--- config.mk ---
export PLATFORM = sky130hd
export DESIGN_NAME = stack_cmd_ctrl
export DESIGN_NICKNAME = d
export VERILOG_FILES = /design/src/rtl/stack_pkg.sv /design/src/rtl/sat_cnt.sv /design/src/rtl/stack_cmd_ctrl.sv
export SDC_FILE = /design/constraint.sdc
export NUM_CORES = 1
export LEC_CHECK = 0
export ABC_AREA = 1
export CAP_MARGIN = 20
export CORE_MARGIN = 10
export CORE_UTILIZATION = 25
export DETAILED_ROUTE_END_ITERATION = 7
export PLACE_DENSITY = 0.58
export SLEW_MARGIN = 15
export SYNTH_ARGS = -nofsm -noshare
export SYNTH_HDL_FRONTEND = slang
export SYNTH_SLANG_ARGS = --single-unit
--- constraint.sdc ---
create_clock -name clk -period 1.9 [get_ports clk]
set_clock_uncertainty 0.15 [all_clocks]
set_input_delay 0.19 -clock clk [delete_from_list [all_inputs] [get_ports clk]]
set_output_delay 0.19 -clock clk [all_outputs]
set_load 0.02 [all_outputs]
--- src/rtl/stack_pkg.sv ---
// stack_pkg: shared definitions for the stack command front-end.
//   - opcode constants carried on cmd_op
//   - FSM state encoding of stack_cmd_ctrl
//   - width of the debug overflow/underflow counters
package stack_pkg;

  localparam logic [1:0] OP_ILL    = 2'b00;
  localparam logic [1:0] OP_PUSH   = 2'b01;
  localparam logic [1:0] OP_POP    = 2'b10;
  localparam logic [1:0] OP_STATUS = 2'b11;

  typedef enum logic [1:0] {
    ST_IDLE  = 2'd0,
    ST_ISSUE = 2'd1,
    ST_CAPT  = 2'd2,
    ST_RESP  = 2'd3
  } state_t;

  localparam int CNT_W = 8;

endpackage : stack_pkg

--- src/rtl/sat_cnt.sv ---
// sat_cnt: up-counter that sticks at its maximum value.
//   clk    - clock, rising edge
//   rst_n  - asynchronous active-low reset, clears the count
//   inc_i  - increment enable (ignored once saturated)
//   cnt_o  - current count
module sat_cnt
  import stack_pkg::*;
#(
  parameter int W = CNT_W
) (
  input  logic         clk,
  input  logic         rst_n,
  input  logic         inc_i,
  output logic [W-1:0] cnt_o
);

  logic [W-1:0] cnt_q;
  logic [W-1:0] cnt_d;

  always_comb begin
    cnt_d = cnt_q;
    if (inc_i && (cnt_q != {W{1'b1}})) begin
      cnt_d = cnt_q + 1'b1;
    end
  end

  always_ff @(posedge clk or negedge rst_n) begin
    if (!rst_n) begin
      cnt_q <= '0;
    end else begin
      cnt_q <= cnt_d;
    end
  end

  assign cnt_o = cnt_q;

endmodule : sat_cnt

--- src/rtl/stack_cmd_ctrl.sv ---
// stack_cmd_ctrl: command front-end for a LIFO stack.
//   Command stream : cmd_valid/cmd_ready, cmd_op, cmd_data
//   Response stream: rsp_valid/rsp_ready, rsp_data, rsp_err
//   Stack pins     : stk_push/stk_pop/stk_d_in out, stk_d_out/stk_full/
//                    stk_empty/stk_tos in
//   Debug          : ovf_cnt, unf_cnt (saturating), dbg_state (FSM state)
//
// Handshake: a transfer happens on a rising edge where valid and ready are
// both 1. A producer holds valid and its payload steady until that edge;
// rsp_valid/rsp_data/rsp_err stay steady in RESP until rsp_ready is seen.
//
// Flow: IDLE accepts a command and decides from the flags sampled on that
// edge. Legal PUSH/POP go through ISSUE (one-cycle stack pulse); POP then
// spends CAPT registering stk_d_out. Everything ends in RESP.
module stack_cmd_ctrl
  import stack_pkg::*;
#(
  parameter int data_bus_width    = 8,
  parameter int address_bus_width = 4
) (
  input  logic                         clk,
  input  logic                         rst_n,
  input  logic                         cmd_valid,
  output logic                         cmd_ready,
  input  logic [1:0]                   cmd_op,
  input  logic [data_bus_width-1:0]    cmd_data,
  output logic                         rsp_valid,
  input  logic                         rsp_ready,
  output logic [data_bus_width-1:0]    rsp_data,
  output logic                         rsp_err,
  output logic                         stk_push,
  output logic                         stk_pop,
  output logic [data_bus_width-1:0]    stk_d_in,
  input  logic [data_bus_width-1:0]    stk_d_out,
  input  logic                         stk_full,
  input  logic                         stk_empty,
  input  logic [address_bus_width-1:0] stk_tos,
  output logic [CNT_W-1:0]             ovf_cnt,
  output logic [CNT_W-1:0]             unf_cnt,
  output state_t                       dbg_state
);

  state_t                      state_q, state_d;
  logic [1:0]                  op_q, op_d;
  logic [data_bus_width-1:0]   d_in_q, d_in_d;
  logic [data_bus_width-1:0]   rsp_data_q, rsp_data_d;
  logic                        rsp_err_q, rsp_err_d;
  logic                        push_q, push_d;
  logic                        pop_q, pop_d;
  logic                        ovf_inc, unf_inc;
  logic                        accept;

  // Gated by rst_n so the stream sees "not ready" throughout reset even
  // though the state register already sits in IDLE.
  assign cmd_ready = (state_q == ST_IDLE) && rst_n;
  assign accept    = cmd_valid && cmd_ready;

  always_comb begin
    state_d    = state_q;
    op_d       = op_q;
    d_in_d     = d_in_q;
    rsp_data_d = rsp_data_q;
    rsp_err_d  = rsp_err_q;
    push_d     = 1'b0;
    pop_d      = 1'b0;
    ovf_inc    = 1'b0;
    unf_inc    = 1'b0;

    unique case (state_q)
      ST_IDLE: begin
        if (accept) begin
          op_d       = cmd_op;
          d_in_d     = cmd_data;
          rsp_data_d = '0;
          rsp_err_d  = 1'b0;
          unique case (cmd_op)
            OP_PUSH: begin
              if (stk_full) begin
                state_d   = ST_RESP;
                rsp_err_d = 1'b1;
                ovf_inc   = 1'b1;
              end else begin
                state_d = ST_ISSUE;
                push_d  = 1'b1;
              end
            end
            OP_POP: begin
              if (stk_empty) begin
                state_d   = ST_RESP;
                rsp_err_d = 1'b1;
                unf_inc   = 1'b1;
              end else begin
                state_d = ST_ISSUE;
                pop_d   = 1'b1;
              end
            end
            OP_STATUS: begin
              state_d = ST_RESP;
              // Top-of-stack equals depth; zero-extend into the data field.
              rsp_data_d[address_bus_width-1:0] = stk_tos;
            end
            default: begin
              state_d   = ST_RESP;
              rsp_err_d = 1'b1;
            end
          endcase
        end
      end
      ST_ISSUE: begin
        state_d = (op_q == OP_PUSH) ? ST_RESP : ST_CAPT;
      end
      ST_CAPT: begin
        // The stack presents popped data the cycle after the pop pulse.
        rsp_data_d = stk_d_out;
        rsp_err_d  = 1'b0;
        state_d    = ST_RESP;
      end
      ST_RESP: begin
        if (rsp_ready) begin
          state_d = ST_IDLE;
        end
      end
      default: begin
        state_d = ST_IDLE;
      end
    endcase
  end

  always_ff @(posedge clk or negedge rst_n) begin
    if (!rst_n) begin
      state_q    <= ST_IDLE;
      op_q       <= OP_ILL;
      d_in_q     <= '0;
      rsp_data_q <= '0;
      rsp_err_q  <= 1'b0;
      push_q     <= 1'b0;
      pop_q      <= 1'b0;
    end else begin
      state_q    <= state_d;
      op_q       <= op_d;
      d_in_q     <= d_in_d;
      rsp_data_q <= rsp_data_d;
      rsp_err_q  <= rsp_err_d;
      push_q     <= push_d;
      pop_q      <= pop_d;
    end
  end

  sat_cnt #(.W(CNT_W)) u_ovf_cnt (
    .clk   (clk),
    .rst_n (rst_n),
    .inc_i (ovf_inc),
    .cnt_o (ovf_cnt)
  );

  sat_cnt #(.W(CNT_W)) u_unf_cnt (
    .clk   (clk),
    .rst_n (rst_n),
    .inc_i (unf_inc),
    .cnt_o (unf_cnt)
  );

  assign rsp_valid = (state_q == ST_RESP);
  assign rsp_data  = rsp_data_q;
  assign rsp_err   = rsp_err_q;
  assign stk_push  = push_q;
  assign stk_pop   = pop_q;
  assign stk_d_in  = d_in_q;
  assign dbg_state = state_q;

endmodule : stack_cmd_ctrl

==> results.tsv <==
stage	metric	value	unit
run_status	outcome	finished clean	
power_and_ir_drop	peakVddDrop	0.545	mV
clock_tree	cts_tree	built	
floorplanning	fp.dieH	111	µm
yosys	ys_ff_latch	39	
yosys	syn-num-nets	298	
routing	antenna_left	0	
critical_path	path_cells	buf_4 > clkdlybuf4s50_1	
critical_path	critPathKind	reg2out	
clock_tree	root_buffer	clkbuf_8	
placement	place_area	0.00289	mm²
power_and_ir_drop	p_per_area	1230	mW/mm²
yosys	seq_area_frac_synth	47.3	%
clock_tree	clock_path_buffers	2	
cells_and_area	final_cell_mix	nand2_1 (102), clkdlybuf4s50_1 (63), dfrtp_1 (39)	
clock_tree	cts_sinks	39	
critical_path	critical-path-top-delay-family	buffers and inverters	
cells_and_area	fin_util	37.3	%
critical_path	regToRegSetupSlack	0.17	ns
timing	post-route-min-period	1.74	ns
cells_and_area	drive_gt1_share	8.77	%
cells_and_area	syn2layout_area_growth	47.0	%
routing	drt_pass1_iterations	4	
cells_and_area	final_cell_area	0.00303	mm²
critical_path	cp_max_fo	5	
critical_path	arrival	1.40	ns
floorplanning	die_w	111	µm
timing	fin_setup_tns	0	ns
grt	grt_usage	9.18	%
yosys	postSynthAreaPerCell	7.97	µm²
placement	gp_congestion	0.768	
grt	antenna_found_initial	0	
floorplanning	start_util	25.4	%
routing	first_iter_violations	58	
cells_and_area	final_common_cell	nand2_1	
routing	drc	0	
yosys	postSynthCellCount	259	
grt	grt_pass1_wl	9.47	mm
clock_tree	h-tree-depth	2	
placement	pre_cts_slack	0.0185	ns
critical_path	path_buf_inv	2	
timing	slew_headroom	75.3	%
routing	via_per_inst	4.15	
critical_path	timing.critical_path.to_type	primary output	
cells_and_area	finish.net_count	380	
placement	io_buffer_count	66	
yosys	synth_warnings	0	
cells_and_area	multi_input_area	951	µm²
clock_tree	clkTransAtPathRegs	0.08	ns
cells_and_area	instances_no_fill	447	
critical_path	slowest_stage	clkdlybuf4s50_1	
timing	rsz0062_at_grt	no	
grt	grt_max_degree	29	
cells_and_area	fill_cells	832	
critical_path	cpPeakStageDelay	0.61	ns
floorplanning	ioPinCount	67	
timing	tightestPinTransition	0.370	ns
timing	hold_viol_final	0	
cells_and_area	antenna_cells	0	
timing	slew_violations	0	
routing	num_vias	1855	
grt	grt.overflow.total	0	
clock_tree	cts_buffers	5	
power_and_ir_drop	p_leak	1.41	nW
routing	post_drt_wl_per_cell	12.3	µm
timing	setup_viol	0	
run	maxCapViolCount	0	
timing	layout_setup_ws	0.158	ns
yosys	ys_types	23	
routing	wl	5.48	mm
placement	dp.cells	435	
timing	finalCritPeriodShare	91.7	%
cells_and_area	regArea	976	µm²
min_path	worstHoldPathType	in2async	
floorplanning	dieArea	0.0123	mm²
floorplanning	coreArea	0.00813	mm²
placement	dpl.hpwl	4.35	mm
critical_path	start_kind	flop	
clock_tree	clock_latency	0.29	ns
timing	clock.fmax	574	MHz
yosys	syn_area	0.00206	mm²
floorplanning	rows	33	
grt	grt_pass1_vias	1872	
critical_path	critical_path_required	1.56	ns
-- sequential cells by signal, summed over array words and instances, names as in the netlist --
register	flops
stk_push	1
u_ovf_cnt.cnt_o	8
u_unf_cnt.cnt_o	8
stk_d_in	8
dbg_state	2
rsp_data	8
op_q	2
rsp_err	1
stk_pop	1
-- path summary, 6_finish.rpt --
| kind | start | to | cells past startpoint |
|---|---|---|---|
| min in group clk | cmd_data[0] | stk_d_in[0] | 3 |
| worst max-delay path | dbg_state[1] | dbg_state[1] | 2 |
| worst min-delay path | rst_n | dbg_state[0] | 3 |
| max in group asynchronous | rst_n | stk_pop | 3 |
| worst min register to register | stk_d_in[2] | stk_d_in[2] | 2 |
| worst max register to register | dbg_state[0] | rsp_data[4] | 7 |
-- worst reg2reg max path, stage by stage (launching register included) --
cell and delay (ns):
dfrtp_1 0.38, inv_1 0.09, buf_4 0.13, ha_1 0.17, inv_1 0.11, o21ai_2 0.29, buf_4 0.21, o21ai_0 0.09
-- metrics by stage --
| step | power [W] | hold slack [ns] |
|---|---|---|
| floorplan | 0.00220 | -0.256 |
| global placement | 0.00303 | 0.0184 |
| detailed placement | 0.00304 | 0.0164 |
| CTS | 0.00378 | 0.259 |
| global route | 0.00401 | 0.282 |
| finish | 0.00372 | 0.263 |
-- area by class of cell --
cell class | instances | share of cell area, %
clock buffers | 6 | 2.72
well taps | 105 | 4.33
inverters | 28 | 3.80
repair buffers | 78 | 24.5
clock inverters | 2 | 1.16
flip-flops and latches | 39 | 32.2
multi-input cells | 189 | 31.4
-- cells by family (layout without fill, tap and decap cells) --
group | count (synthesis) | after routing | share of synthesized area, %
simple gates | 145 | 145 | 29.8
fa+ha+maj | 11 | 11 | 6.67
flops | 39 | 39 | 47.3
compound gates | 28 | 28 | 7.46
buf+inv | 31 | 114 | 6.61
xor+xnor | 5 | 5 | 2.12
-- synth_stat cells --
library cell,count,area share (%)
nand2_1,102,19
clkinv_1,1,0.18
nor2_1,21,3.8
nor2_4,2,1.1
o21ai_0,11,2.7
inv_1,25,4.5
o21a_1,4,1.5
buf_6,1,0.55
ha_1,11,6.7
o21ai_1,7,1.7
nand3_4,1,0.85
dfrtp_1,39,47
o21ai_2,1,0.42
clkinv_4,2,0.85
xnor2_1,4,1.7
a21oi_1,5,1.2
buf_2,2,0.49
nand2_4,2,1.1
xor2_1,1,0.42
nand4_1,2,0.61
nand3b_1,1,0.36
nand2_2,1,0.30
nand3_1,13,3.2
-- report_power, final --
part / internal (W) / switching, W / leakage, nW
Clock: 0.000425 / 0.000290 / 0.0612
Combinational: 0.000816 / 0.000947 / 0.844
Sequential: 0.00108 / 0.000156 / 0.502
Total: 0.00232 / 0.00139 / 1.41
-- layer usage --
layer | GRT usage [%] | routed length [µm] | vias to the layer above
li1 | - | - | 968
met1 | 11.3 | 2520 | 840
met2 | 15.0 | 2630 | 41
met3 | 2.87 | 272 | 6
met4 | 2.60 | 62 | 0
met5 | 0 | 0 | -
-- what timing repair did --
item / 4_1_cts / 5_1_grt
buffers inserted: 0 / 3
endpoints found under the setup margin: 2 / 26
pin swaps: 0 / 1
gates resized for setup: 2 / 2
hold buffers: 1 / 0
endpoints found under the hold margin: 39 / 0
Note: power is estimated with default switching activity, not from simulation.
